<file path="config.mk">
export PLATFORM = sky130hd
export DESIGN_NAME = icache_refill_ctrl
export DESIGN_NICKNAME = d
export VERILOG_FILES = /design/src/rtl/icache_refill_ctrl.sv
export SDC_FILE = /design/constraint.sdc
export NUM_CORES = 1
export LEC_CHECK = 0
export ABC_AREA = 1
export ABC_CLOCK_PERIOD_IN_PS = 1900
export CORE_MARGIN = 4
export CORE_UTILIZATION = 48
export CTS_CLUSTER_DIAMETER = 50
export DETAILED_ROUTE_END_ITERATION = 10
export PLACE_DENSITY = 0.73
export SLEW_MARGIN = 10
export SYNTH_ARGS = -nofsm -noshare
export SYNTH_HDL_FRONTEND = slang
export SYNTH_SLANG_ARGS = --single-unit
</file>
<file path="constraint.sdc">
create_clock -name clk -period 1.9 [get_ports clk]
set_input_delay 0.38 -clock clk [delete_from_list [all_inputs] [get_ports clk]]
set_output_delay 0.38 -clock clk [all_outputs]
set_load 0.01 [all_outputs]
</file>
<file path="src/rtl/icache_refill_ctrl.sv">
// L1 instruction-cache refill controller: one block-aligned read, beat assembly, single-cycle fill write.
// Optional refill timeout in FILL is enabled by defining ICACHE_REFILL_TIMEOUT_EN.
module icache_refill_ctrl #(
  parameter int unsigned ADDR_W         = 32,
  parameter int unsigned BLOCK_W        = 256,
  parameter int unsigned BEAT_W         = 64,
  parameter int unsigned TIMEOUT_CYCLES = 64
) (
  input  logic               clk,
  input  logic               reset,
  input  logic               flush_i,
  input  logic               miss_i,
  input  logic [ADDR_W-1:0]  missAddr_i,
  output logic               memReqValid_o,
  output logic [ADDR_W-1:0]  memReqAddr_o,
  input  logic               memReqReady_i,
  input  logic               memRespValid_i,
  input  logic [BEAT_W-1:0]  memRespData_i,
  output logic               wrEnable_o,
  output logic [ADDR_W-1:0]  wrAddr_o,
  output logic [BLOCK_W-1:0] instBlock_o,
  output logic               busy_o,
  output logic               timeout_o
);

  localparam int unsigned NUM_BEATS = BLOCK_W / BEAT_W;
  localparam int unsigned CNT_W     = (NUM_BEATS > 1) ? $clog2(NUM_BEATS) : 1;
  localparam int unsigned OFF       = $clog2(BLOCK_W / 8);

  typedef enum logic [2:0] {IDLE, REQ, FILL, WRITE, DONE} state_t;

  state_t             state, stateNext;
  logic [ADDR_W-1:0]  addrReg, alignedAddr, wrAddrReg;
  logic [BLOCK_W-1:0] fillBuf, fillMerged, blockReg;
  logic [CNT_W-1:0]   beatCnt;
  logic               discard;
  logic               beatAccept, lastBeat, dropBlock, timeoutHit;
  int unsigned        beatBase;

  assign beatAccept = (state == FILL) && memRespValid_i;
  assign lastBeat   = beatAccept && (beatCnt == CNT_W'(NUM_BEATS - 1));
  // A flush arriving on the final beat must still suppress the write.
  assign dropBlock  = discard | flush_i;

  always_comb begin
    alignedAddr          = missAddr_i;
    alignedAddr[OFF-1:0] = '0;
  end

  always_comb begin
    beatBase   = beatCnt * BEAT_W;
    fillMerged = fillBuf;
    fillMerged[beatBase +: BEAT_W] = memRespData_i;
  end

`ifdef ICACHE_REFILL_TIMEOUT_EN
  localparam int unsigned TO_W = $clog2(TIMEOUT_CYCLES + 1);
  logic [TO_W-1:0] idleCnt;

  always_ff @(posedge clk) begin
    if (reset || state != FILL || beatAccept) idleCnt <= '0;
    else                                      idleCnt <= idleCnt + 1'b1;
  end

  assign timeoutHit = (state == FILL) && !memRespValid_i &&
                      (idleCnt == TO_W'(TIMEOUT_CYCLES - 1));
  assign timeout_o  = timeoutHit;
`else
  assign timeoutHit = 1'b0;
  assign timeout_o  = 1'b0 && (TIMEOUT_CYCLES != 0);
`endif

  always_ff @(posedge clk) begin
    if (reset) state <= IDLE;
    else       state <= stateNext;
  end

  always_comb begin
    stateNext = state;
    case (state)
      IDLE:  if (miss_i) stateNext = REQ;
      REQ:   if (memReqReady_i) stateNext = FILL;
      FILL: begin
        if (timeoutHit)    stateNext = IDLE;
        else if (lastBeat) stateNext = dropBlock ? IDLE : WRITE;
      end
      WRITE: stateNext = DONE;
      DONE:  stateNext = IDLE;
      default: stateNext = IDLE;
    endcase
  end

  always_ff @(posedge clk) begin
    if (reset) begin
      addrReg   <= '0;
      wrAddrReg <= '0;
      fillBuf   <= '0;
      blockReg  <= '0;
      beatCnt   <= '0;
      discard   <= 1'b0;
    end else begin
      if (state == IDLE && miss_i) begin
        addrReg <= alignedAddr;
        discard <= 1'b0;
      end
      if ((state == REQ || state == FILL) && flush_i) discard <= 1'b1;
      if (state == REQ && memReqReady_i) beatCnt <= '0;
      if (beatAccept) begin
        fillBuf <= fillMerged;
        beatCnt <= lastBeat ? '0 : beatCnt + 1'b1;
      end
      if (lastBeat && !dropBlock) begin
        blockReg  <= fillMerged;
        wrAddrReg <= addrReg;
      end
    end
  end

  assign memReqValid_o = (state == REQ);
  assign memReqAddr_o  = (state == REQ) ? addrReg : '0;
  assign wrEnable_o    = (state == WRITE);
  assign wrAddr_o      = wrAddrReg;
  assign instBlock_o   = blockReg;
  assign busy_o        = (state != IDLE);

endmodule

</file>
==> metrics.yaml <==
clock_network:
  clock-sinks: 572
  numCtsBuffers: 67
  cts_hold_buf: 0
  cts_tree: "built"
  cts-htree-levels: 3
  clkLatencyLatePin_ns: 0.60
  cts.path.max_buffers: 3
  cts_root_buffer: "clkbuf_16"
  path_clk_slew_ns: 0.06
synth:
  yosysTopAreaCell: "dfxtp_1"
  synth_area_leaders: "dfxtp_1 45%, nor2_1 15%, nand2_1 13%"
  synthArstFlopShare: 0
  synthTopCellsByCount: "1026 x nor2_1, 892 x nand2_1, 572 x dfxtp_1"
  synth_edf_count: 0
  synth_top_area_frac: 0.4539
  synth.distinct_cells: 23
  synthesis.area_sq_um: 25230
  yosysMostFrequentCell: "nor2_1"
  ys_seq_area_frac: 0.4539
  synth-seq-cells: 572
  synth_warnings: 0
  synthCells: 3903
  avgSynthCellArea_sq_um: 6.463
  synthFlopType: "dfxtp_1"
place:
  place_ws_ns: -0.1547
  placed_cells: 4970
  dpl-instance-area_sq_um: 31640
  place_congestion: 0.9407
  io_buffers: 409
  hpwl_um: 63660
timing:
  rsz0062_at_grt: "yes"
  relSlewSlack: 0.5343
  final-hold-violation-count: 0
  setup_tns_ns: -0.7815
  finalSetupViolCount: 27
  hold_ws_ns: 0.2519
  maxSlewViolCount: 0
  fin_skew_ns: 0.02713
  worst_slack_ns: -0.06585
  fin_crit_ns: 1.966
  worstMarginPinSlew_ns: 0.6985
  fmax_mhz: 508.7
  period_share: 1.035
routing:
  firstDrtPassIters: 6
  wl_met2_um: 41700
  drc: 0
  routed_wl_um: 90300
  antenna_left: 0
  wl_met1_um: 35850
  dr_total_vias: 26070
  wl_met3_um: 7462
  drt_iter0_markers: 2726
  dr.max_layer_used: "met5"
  drt-wirelength-per-cell_um: 17.72
  vias_per_cell: 5.116
setup_path:
  critPathCaptureType: "output port"
  cp.arrival_ns: 1.59
  cp-start-kind: "flop"
  cp.required_ns: 1.52
  worstSetupPathType: "reg2out"
  reg2reg_slack_ns: 0.05
  cp_max_fo: 7
outcome:
  violations: "setup timing"
  status: "complete, but fails checks"
grt:
  antenna_found_initial: 2
  track_usage: 0.2994
  grt_max_degree: 97
  grt_pass1_vias: 23240
  grt_pass1_wl_um: 133500
  overflow: 0
run:
  cap_violations: 0
final_layout:
  n_fill_cell: 4506
  final_core_utilization: 0.6618
  area_delta_synth_final_pct: 35.68
  layout.nets: 4476
  stdcell_count: 5095
  drive_gt1_frac: 0.1055
  n_antenna_cell: 0
  final_area_sq_um: 34230
floorplanning:
  start_util: 0.4878
  die_w_um: 237.2
  die_area_sq_um: 56290
  core_region_area_sq_um: 51720
  ios: 426
  std_cell_rows: 83
  die_y_um: 237.2
min_path:
  hold_class: "in2reg"
pwr:
  p_leak_nw: 17.39
  power_mw: 33.63
  irDropWorstVdd_mv: 0.6773
  power_density_nw_per_um2: 982.7
[worst paths after layout]
kind / startpoint / end / cells after the start
worst max-delay path: state[1] / memReqAddr_o[24] / 5
worst min-delay path: reset / instBlock_o[168] / 4
worst max register to register: beatCnt[0] / instBlock_o[231] / 9
worst min register to register: fillBuf[241] / fillBuf[241] / 2
[worst max-delay path, cell delays in order (launching register included)]
cell	delay, ns
dfxtp_2	0.33
nor2_4	0.14
nand2_4	0.12
buf_6	0.17
nor2_1	0.09
buf_2	0.15
[what timing repair did]
item                                    in CTS  in global routing
pin swaps                                    3                  3
setup buffers                                1                  1
endpoints found under the hold margin        0                  0
gates resized for setup                    285                233
cloned                                       2                  6
endpoints found under the setup margin     161                435
[layout by cell type, fill, tap and decap left out, types with 7 or more instances in the layout]
master	instances
nand2_1	884
dlygate4sd2_1	108
clkdlybuf4s50_1	206
a21oi_1	77
nand4_1	49
o211ai_1	22
nand3_1	12
o22ai_1	56
nor2_2	11
dfxtp_1	565
buf_6	24
buf_12	64
o21ai_2	21
buf_2	20
clkinv_2	7
dlymetal6s2s_1	64
o21ai_1	93
o21ai_0	318
nor2_4	14
o22ai_2	8
buf_4	170
nor2_1	1002
clkbuf_1	13
conb_1	11
inv_1	463
clkbuf_16	74
clkbuf_8	14
[sequential cells by signal, indices dropped and copies added, names as in the netlist]
name,cells
state,3
addrReg,27
fillBuf,256
instBlock_o,256
beatCnt,2
discard,1
wrAddr_o,27
[area by class of cell]
type / instances / area, sq um / share of cell area
clock inverter: 17 / 145.1 / 0.004241
tap: 680 / 850.8 / 0.02486
timing repair buffer: 660 / 6827 / 0.1995
inverter: 473 / 1795 / 0.05246
clock buffer: 98 / 2018 / 0.05897
sequential: 572 / 11460 / 0.3349
multi-input combinational: 2595 / 11130 / 0.3251
[power by group]
part           internal [mW]  leakage [nW]  switching, mW  total, mW
logic                   2.87          11.7           4.51       7.39
clock network           7.52          1.06           5.18       12.7
registers               13.1          4.63          0.457       13.5
total                   23.5          17.4           10.2       33.6
[cells by family (layout without fill, tap and decap cells)]
group | count (synthesis) | after routing | synth area share
and+or+nand+nor | 1984 | 1984 | 0.3019
adders and majority gates | 5 | 5 | 0.002480
AOI/OAI and AO/OA | 595 | 595 | 0.1234
other | 1 | 11 | 0.0001487
buffers and inverters | 746 | 1248 | 0.1181
DFF | 572 | 572 | 0.4539
[routing by layer]
metal,GRT usage,vias up
met1,0.3846,11920
met2,0.4840,1104
met4,0.1502,4
met3,0.05697,224
met5,0,-
li1,-,12810
(Power assumes the default switching activity.)
